### config.mk
export PLATFORM = sky130hd
export DESIGN_NAME = cardinal_nic
export DESIGN_NICKNAME = d
export VERILOG_FILES = /design/src/rtl/cardinal_nic.sv
export SDC_FILE = /design/constraint.sdc
export NUM_CORES = 1
export LEC_CHECK = 0
export BUFFER_PORTS_ARGS = -buffer_cell sky130_fd_sc_hd__buf_2
export CAP_MARGIN = 25
export CORE_ASPECT_RATIO = 2
export CORE_MARGIN = 3
export CORE_UTILIZATION = 30
export CTS_CLUSTER_DIAMETER = 30
export DETAILED_ROUTE_END_ITERATION = 10
export PLACE_DENSITY = 0.63
export SETUP_SLACK_MARGIN = 0.3
export SYNTH_ARGS = -nofsm -noshare
export SYNTH_HDL_FRONTEND = slang
export SYNTH_SLANG_ARGS = --single-unit
### constraint.sdc
create_clock -name clk -period 2.4 [get_ports clk]
set_input_delay 0.48 -clock clk [delete_from_list [all_inputs] [get_ports clk]]
set_output_delay 0.48 -clock clk [all_outputs]
set_load 0.005 [all_outputs]
### src/rtl/cardinal_nic.sv
// cardinal_nic -- network interface between a tile's processing element (PE)
// and its local router port. One 64-bit ejection buffer (router -> PE) and
// one 64-bit injection buffer (PE -> router), both memory-mapped to the PE.
//
// Ports:
//   clk             rising-edge clock
//   reset           asynchronous active-low reset
//   nic_addr        PE register select: 00 ej buf, 01 ej status,
//                   10 inj buf, 11 inj status
//   nic_en          PE access strobe
//   nic_wr_en       1 = write, 0 = read (qualified by nic_en)
//   pe_to_nic_data  PE write data
//   nic_to_pe_data  PE read data (combinational, 0 when no read)
//   net_so/net_ro   injection valid / router ready
//   net_do          injection packet (always the injection buffer)
//   net_polarity    router VC phase; packet leaves only when bit 63 matches
//   net_si/net_ri   ejection valid / NIC ready
//   net_di          ejection packet
module cardinal_nic #(
   parameter int TILE_X    = 0,
   parameter int TILE_Y    = 0,
   parameter bit STAMP_SRC = 1'b1
) (
   input  logic        clk,
   input  logic        reset,
   input  logic [1:0]  nic_addr,
   input  logic        nic_en,
   input  logic        nic_wr_en,
   input  logic [63:0] pe_to_nic_data,
   output logic [63:0] nic_to_pe_data,
   output logic        net_so,
   input  logic        net_ro,
   output logic [63:0] net_do,
   input  logic        net_polarity,
   input  logic        net_si,
   output logic        net_ri,
   input  logic [63:0] net_di
);

   localparam logic [1:0] ADDR_EJ_BUF  = 2'b00;
   localparam logic [1:0] ADDR_EJ_STAT = 2'b01;
   localparam logic [1:0] ADDR_IN_BUF  = 2'b10;
   localparam logic [1:0] ADDR_IN_STAT = 2'b11;

   localparam logic [7:0] SRC_X = 8'(TILE_X);
   localparam logic [7:0] SRC_Y = 8'(TILE_Y);

   // "in" = ejection side (router -> PE), "out" = injection side (PE -> router)
   logic [63:0] in_buf_q,  in_buf_d;
   logic        in_full_q, in_full_d;
   logic [63:0] out_buf_q, out_buf_d;
   logic        out_full_q, out_full_d;
   logic        out_drop_q, out_drop_d;

   logic        pe_rd, pe_wr;
   logic [63:0] wr_word;

   assign pe_rd = nic_en && !nic_wr_en;
   assign pe_wr = nic_en &&  nic_wr_en;

   // Source coordinates are stamped into the header on the way into the buffer.
   always_comb begin
      wr_word = pe_to_nic_data;
      if (STAMP_SRC) begin
         wr_word[47:40] = SRC_X;
         wr_word[39:32] = SRC_Y;
      end
   end

   assign net_ri = ~in_full_q;
   assign net_so = out_full_q && (out_buf_q[63] == net_polarity);
   assign net_do = out_buf_q;

   always_comb begin
      nic_to_pe_data = '0;
      if (pe_rd) begin
         unique case (nic_addr)
            ADDR_EJ_BUF:  nic_to_pe_data = in_buf_q;
            ADDR_EJ_STAT: nic_to_pe_data = {63'b0, in_full_q};
            ADDR_IN_BUF:  nic_to_pe_data = '0;
            ADDR_IN_STAT: nic_to_pe_data = {62'b0, out_drop_q, out_full_q};
            default:      nic_to_pe_data = '0;
         endcase
      end
   end

   always_comb begin
      in_buf_d   = in_buf_q;
      in_full_d  = in_full_q;
      out_buf_d  = out_buf_q;
      out_full_d = out_full_q;
      out_drop_d = out_drop_q;

      // Ejection: capture only while empty; a PE read of a full buffer frees it.
      // Capture and read-clear are mutually exclusive because they depend on
      // opposite values of in_full_q.
      if (in_full_q) begin
         if (pe_rd && nic_addr == ADDR_EJ_BUF)
            in_full_d = 1'b0;
      end else if (net_si) begin
         in_buf_d  = net_di;
         in_full_d = 1'b1;
      end

      // Injection handshake.
      if (net_so && net_ro)
         out_full_d = 1'b0;

      // Status read clears the sticky drop flag; a drop in the same cycle wins.
      if (pe_rd && nic_addr == ADDR_IN_STAT)
         out_drop_d = 1'b0;

      // Acceptance looks at the registered out_full, so a write while full is
      // dropped even if the handshake frees the buffer at this same edge.
      if (pe_wr && nic_addr == ADDR_IN_BUF) begin
         if (!out_full_q) begin
            out_buf_d  = wr_word;
            out_full_d = 1'b1;
         end else begin
            out_drop_d = 1'b1;
         end
      end
   end

   always_ff @(posedge clk or negedge reset) begin
      if (!reset) begin
         in_buf_q   <= '0;
         in_full_q  <= 1'b0;
         out_buf_q  <= '0;
         out_full_q <= 1'b0;
         out_drop_q <= 1'b0;
      end else begin
         in_buf_q   <= in_buf_d;
         in_full_q  <= in_full_d;
         out_buf_q  <= out_buf_d;
         out_full_q <= out_full_d;
         out_drop_q <= out_drop_d;
      end
   end

endmodule

==> results of run 1 <==
[sequential cells by signal, indices dropped and copies added (netlist names)]
register	cells
out_drop_q	1
in_buf_q	64
net_do	48
in_full_q	1
out_full_q	1
[worst max-delay path, cell delays in order]
cell and delay [ps]:
buf_2 120, nand2b_4 160, nor3_4 210, buf_12 160, clkbuf_16 170, and2_1 130, buf_2 110
[path summary, 6_finish.rpt]
kind                            start            endpoint  slack (ps)  depth (start not counted)
min in group clk               net_ro          out_full_q         240                          2
max reg2reg                 in_full_q        in_buf_q[15]         780                          3
max                         nic_wr_en  nic_to_pe_data[30]         370                          7
max in group asynchronous       reset        in_buf_q[42]        1790                          2
min                             reset          net_do[20]         170                          2
min reg2reg                net_do[51]          net_do[51]         480                          1
[where the power goes]
group          switching [mW]  internal [mW]  total, mW
registers               0.459           2.92       3.38
clock network           0.853           1.80       2.66
logic                   0.772           1.26       2.03
[metrics by stage]
| stage | area, um2 | hold WS (ps) |
|---|---|---|
| 6_report | 6990 | 167 |
| 5_1_grt | 6990 | 205 |
| 4_1_cts | 6880 | 186 |
| 3_5_place_dp | 6260 | 474 |
| 3_3_place_gp | 6260 | 465 |
| 2_1_floorplan | 4960 | 184 |
[kinds of logic (layout without fill, tap and decap cells)]
kind of cell | Yosys count | after routing | share of synthesized area
flops | 115 | 115 | 0.587
mux | 113 | 113 | 0.259
simple gates | 75 | 75 | 0.0939
buf+inv | 37 | 276 | 0.0477
compound gates | 7 | 7 | 0.00970
other cells | 1 | 17 | 0.000765
xor+xnor | 1 | 1 | 0.00179
[layout make-up]
type | count | share of cell area
sequential | 115 | 0.412
antenna | 1 | 0.000358
inverter | 1 | 0.000537
clock buffer | 21 | 0.0673
clock inverter | 10 | 0.0222
tap | 201 | 0.0360
multi-input combinational | 212 | 0.268
timing repair buffer | 244 | 0.193
[timing repair]
item | in CTS | in global routing
gates resized for setup | 0 | 4
setup buffers | 0 | 1
endpoints found under the setup margin | 0 | 5
hold buffers | 0 | 0
[per-layer routing]
metal | GRT usage | wire length (um) | vias up
met5 | 0 | 28 | -
li1 | - | - | 1641
met2 | 0.249 | 7160 | 161
met3 | 0.0496 | 902 | 35
met4 | 0.0816 | 468 | 4
met1 | 0.130 | 4290 | 1719
[cells in the final DEF (no fill, tap or decap)]
cell / synthesis / final
nor3_4: 0 / 2
clkbuf_8: 0 / 3
mux2i_1: 1 / 1
and2_1: 63 / 63
xnor2_1: 1 / 1
buf_12: 0 / 3
clkinv_2: 0 / 4
clkinvlp_4: 0 / 2
nand3_1: 3 / 3
nor2b_4: 0 / 1
buf_2: 10 / 233
buf_4: 18 / 4
o21bai_1: 1 / 1
bufinv_16: 0 / 4
a41oi_1: 1 / 1
mux2_1: 20 / 20
a21oi_1: 1 / 1
o21a_1: 1 / 1
conb_1: 1 / 16
clkbuf_1: 6 / 1
mux2_2: 92 / 92
nor2_1: 3 / 3
o21ai_0: 2 / 2
buf_8: 0 / 1
diode_2: 0 / 1
clkbuf_16: 0 / 19
inv_1: 1 / 1
nand2_1: 2 / 2
nand2b_4: 0 / 1
dfrtp_1: 115 / 115
buf_16: 0 / 1
a2bb2oi_1: 1 / 1
==> out/metrics.yaml, run 1 <==
status: "finished clean"
synth_area_leader_cell: "dfrtp_1"
yosysWarningCount: 0
rows: 65
hold_class: "input pin to async pin"
ys_ff_latch: 115
route.vias.total: 3560
grt_overflow: 0
syn_area_um2: 4900
final-seq-area_um2: 2880
drt-wirelength-per-cell_um: 16.0
clk_latency_ps: 410
utilization: 0.438
wirelength_mm: 12.8
worst-endpoint-required_ps: 1920
ys.flop_type: "dfrtp_1"
stdcell_count: 805
drv_slew: 0
yosysMostFrequentCell: "dfrtp_1"
synth_edf_count: 0
hpwlAfterDp_mm: 9.05
cts_buffers: 17
syn2layout_area_growth_pct: 42.5
setup_viol: 0
yosys-top-cells-count: "115 x dfrtp_1, 92 x mux2_2, 63 x and2_1, 20 x mux2_1, 18 x buf_4"
drtIter0Drc: 93
finalPower_mw: 8.06
syn_avg_cell_area_um2: 14.1
drive_above_1_share: 0.614
n_fill_cell: 1527
worstSetupStartpointType: "input pin"
fin_crit_ps: 2030
path_clk_slew_ps: 50
via_per_inst: 4.42
max_cap_violations: 0
setup_slack_ps: 365
antenna_found_initial: 3
grt_pass1_vias: 3785
cts_tree: "yes"
critical_path_class: "input pin to output port"
skew_ps: 4.50
io-pin-count: 267
synth_top_area_share: 0.587
drtAntennaViolNets: 0
postSynthCellCount: 349
p_per_area_nw_per_um2: 1150
synthTopCellsByArea: "dfrtp_1 59%, mux2_2 21%, and2_1 8.0%, mux2_1 4.6%, buf_4 2.8%"
min_period_over_period: 0.848
design.core.area_um2: 15900
cts_buffer_depth: 2
seq_area_frac_synth: 0.587
firstDrtPassIters: 4
port_buffers: 234
finalSetupTns_ps: 0
multi_input_area_um2: 1880
grt_max_degree: 116
root_buffer: "clkbuf_16"
grt_pass1_wl_mm: 18.7
ctsHtreeMaxLevel: 4
place_inst: 769
leakage_nw: 3.51
synthArstFlopShare: 1.00
tightest_slew_ps: 606
crit_fanout: 16
cts.sinks: 115
die_x_um: 96.4
critPathArrivalTime_ps: 1550
place_congestion: 0.792
hold_viol: 0
die_height_um: 187
ir_drop_mv: 0.559
yosysUniqueCellTypes: 24
rsz0062_at_grt: "false"
slew_headroom: 0.596
drcViolationCount: 0
initial_core_util: 0.308
max_freq_ghz: 0.491
place_ws_ps: 379
track_usage: 0.139
end_kind: "output port"
nets: 728
dieArea_um2: 18000
Note: power is estimated with default switching activity, not from simulation.
==> run 2: changes to the inputs <==
ABC_AREA = 1   (was not set)
PLACE_DENSITY = 0.64   (was 0.63)
clock period = 1.8 ns   (was 2.4 ns; I/O delays follow)
==> run 2 against run 1 <==
Routed wire length is 17% higher. Hold slack worse by 140 ps. Via count grew 29%. First-iteration DRC count is 15% lower. Critical path depth up 1. Sequential share of layout area down 1.2 points. Die area increased by 1.9%. Cell count rose by 32%. Synthesized area up 2.0%. Non-clock buffer count rose by 13. Synthesized cell count up 72%. Count of clock-buffer cells in the layout is 1 higher. Critical path type unchanged.
==> out/metrics.yaml, run 2 <==
root_buffer: "clkbuf_16"  # unchanged
synthAdderAreaFrac: 0  # unchanged
syn2layout_area_growth_pct: 43.8  # was 42.5%
setup_slack_ps: 176  # was 365 ps
ctsHtreeMaxLevel: 4  # unchanged
cp_top_family: "buffers and inverters"  # unchanged
drv_slew: 0  # unchanged
reg2regPathDepth: 6  # was 3
cts_tree: "yes"  # unchanged
cts.sinks: 115  # unchanged
skew_ps: 8.42  # was 4.50 ps
grt_use_met3: 0.0363  # was 0.0496
hpwlAfterDp_mm: 9.85  # was 9.05 mm
leakage_nw: 4.26  # was 3.51 nW
drive_above_1_share: 0.368  # was 0.614
postSynthCellCount: 601  # was 349
use_met1: 0.166  # was 0.130
r2r_slack_ps: 470  # was 780 ps
met2_usage: 0.298  # was 0.249
place_inst: 1017  # was 769
slew_headroom: 0.578  # was 0.596
die_x_um: 97.3  # was 96.4 um
largest_reg_flops: 64  # unchanged
synthSimpleGateAreaFrac: 0.238  # was 0.0939
stdcell_count: 1060  # was 805
r2r-end: "net_do[22]"  # was in_buf_q[15]
mostFrequentLayoutCell: "buf_2"  # unchanged
end_kind: "output port"  # unchanged
drcViolationCount: 0  # unchanged
busiest_layer: "met2"  # unchanged
synthTopCellsByArea: "dfrtp_1 58%, nor2_1 9.5%, nand2_1 8.9%, a21oi_1 6.2%, nand3_1 5.1%"  # was dfrtp_1 59%, mux2_2 21%, and2_1 8.0%, mux2_1 4.6%, buf_4 2.8%
largest_register: "in_buf_q"  # unchanged
synthArstFlopShare: 1.00  # unchanged
drt-wirelength-per-cell_um: 14.2  # was 16.0 um
nets: 979  # was 728
route.vias.total: 4601  # was 3560
tightest_slew_ps: 632  # was 606 ps
path_buf_inv: 5  # was 4
yosys-top-cells-count: "127 x nor2_1, 118 x nand2_1, 115 x dfrtp_1, 68 x inv_1, 62 x a21oi_1"  # was 115 x dfrtp_1, 92 x mux2_2, 63 x and2_1, 20 x mux2_1, 18 x buf_4
drtIter0Drc: 79  # was 93
cts_buffers: 17  # unchanged
initial_core_util: 0.307  # was 0.308
grt_overflow: 0  # unchanged
grt_pass1_vias: 4527  # was 3785
place_ws_ps: 130  # was 379 ps
multi_input_area_um2: 1650  # was 1880 um2
die_height_um: 189  # was 187 um
yosys-mux-area-fraction: 0  # was 0.259
syn_avg_cell_area_um2: 8.32  # was 14.1 um2
hold_class: "input pin to async pin"  # unchanged
crit_fanout: 8  # was 16
grt_pass1_wl_mm: 23.1  # was 18.7 mm
min_period_over_period: 0.902
io-pin-count: 267  # unchanged
clk_latency_ps: 400  # was 410 ps
rsz0062_at_grt: "true"  # was false
grt_max_degree: 116  # unchanged
worstSetupStartpointType: "input pin"  # unchanged
antenna_found_initial: 1  # was 3
yosysMostFrequentCell: "nor2_1"  # was dfrtp_1
critical_path.slowest_cell: "nor2_4"  # was nor3_4
port_buffers: 234  # unchanged
synthXorXnorAreaFrac: 0  # was 0.00179
final-seq-area_um2: 2880  # unchanged
design.core.area_um2: 16300  # was 15900 um2
max_freq_ghz: 0.616
crit_start: "nic_addr[1]"  # was nic_wr_en
synth_edf_count: 0  # unchanged
crit_chain: "buf_6, inv_4, nand2_2, nor2_4, inv_8, clkbuf_16, nor2_1, buf_2"  # was buf_2, nand2b_4, nor3_4, buf_12, clkbuf_16, and2_1, buf_2
wirelength_mm: 15.1  # was 12.8 mm
max_cap_violations: 0  # unchanged
dieArea_um2: 18300  # was 18000 um2
track_usage: 0.160  # was 0.139
syn_area_um2: 5000  # was 4900 um2
cts_hold_buf: 0  # unchanged
yosysUniqueCellTypes: 18  # was 24
synth_top_area_share: 0.575  # was 0.587
critPathArrivalTime_ps: 1260  # was 1550 ps
via_per_inst: 4.34  # was 4.42
synth_compound_gate_area_share: 0.0665  # was 0.00970
setup_viol: 0  # unchanged
p_per_area_nw_per_um2: 1300  # was 1150 nW/um2
firstDrtPassIters: 4  # unchanged
drtAntennaViolNets: 0  # unchanged
status: "finished clean"  # unchanged
yosysWarningCount: 0  # unchanged
worst-endpoint-required_ps: 1440  # was 1920 ps
fin_crit_ps: 1620
synth_area_leader_cell: "dfrtp_1"  # unchanged
r2r-start: "out_full_q"  # was in_full_q
path_clk_slew_ps: 50  # about the same
place_congestion: 0.794  # was 0.792
max_stage_delay_ps: 180  # was 210 ps
rows: 66  # was 65
seq_area_frac_synth: 0.575  # was 0.587
ys_ff_latch: 115  # unchanged
critical_path_class: "input pin to output port"  # unchanged
finalSetupTns_ps: 0  # unchanged
ys.flop_type: "dfrtp_1"  # unchanged
synth_top_family_by_area: "simple AND/OR/NAND/NOR gates"  # was multiplexers
mostFrequentLayoutCells: "230 x buf_2, 116 x nand2_1, 115 x dfrtp_1"  # was 233 x buf_2, 115 x dfrtp_1, 92 x mux2_2
ir_drop_mv: 0.789  # was 0.559 mV
cts_buffer_depth: 2  # unchanged
n_fill_cell: 1710  # was 1527
hold_viol: 0  # unchanged
-- run 2: cell families (layout without fill, tap and decap cells) --
| family | after synthesis | after routing |
|---|---|---|
| buffers and inverters | 121 | 360 |
| and+or+nand+nor | 298 | 298 |
| AOI/OAI and AO/OA | 66 | 66 |
| other | 1 | 17 |
| DFF | 115 | 115 |
-- run 2: layout make-up --
type / count / area share
multi-input cells: 380 / 0.229
inverters: 71 / 0.0386
flip-flops and latches: 115 / 0.400
diodes: 1 / 0.000348
clock buffers: 22 / 0.0659
clock inverters: 10 / 0.0115
well taps: 204 / 0.0355
repair buffers: 257 / 0.219
-- run 2: report_power, final --
group / total (mW) / internal (mW) / switching, mW
Clock: 3.15 / 1.99 / 1.16
Combinational: 2.39 / 0.981 / 1.41
Sequential: 3.83 / 3.53 / 0.300
Total: 9.38 / 6.50 / 2.87
-- run 2: how the worst max path moves through the flow --
| stage | endpoint | depth (start not counted) |
|---|---|---|
| 2_1_floorplan | nic_to_pe_data[10] | 6 |
| 3_3_place_gp | nic_to_pe_data[15] | 8 |
| 3_5_place_dp | nic_to_pe_data[15] | 8 |
| 4_1_cts | nic_to_pe_data[0] | 5 |
| 5_1_grt | nic_to_pe_data[23] | 8 |
| 6_report | nic_to_pe_data[30] | 8 |
-- run 2: worst register-to-register path, stage by stage, from the launching register on --
cell and delay [ps]:
dfrtp_1 370, clkinv_2 70, buf_4 140, nand2_1 60
buf_4 430, nand2_1 120, nand2_1 80
-- run 2: layer usage --
metal	routed length [um]	vias up
met4	556	0
met1	5230	2111
met3	771	35
li1	-	2290
met5	0	-
met2	8490	165
-- run 2: per-stage QoR --
stage / util / area [um2] / power [mW] / hold slack (ps)
floorplan: - / 5060 / 5.24 / 64.4
global placement: 0.389 / 6340 / 6.08 / 450
detailed placement: 0.389 / 6340 / 6.18 / 453
CTS: 0.433 / 7050 / 9.46 / 50.9
global route: 0.442 / 7190 / 10.1 / 53.4
finish: 0.442 / 7190 / 9.38 / 23.6
-- run 2: timing repair --
action | CTS | global route
gates resized for setup | 16 | 25
cloned | 3 | 4
buffers inserted | 3 | 0
endpoints found under the setup margin | 64 | 66
pin swaps | 2 | 2
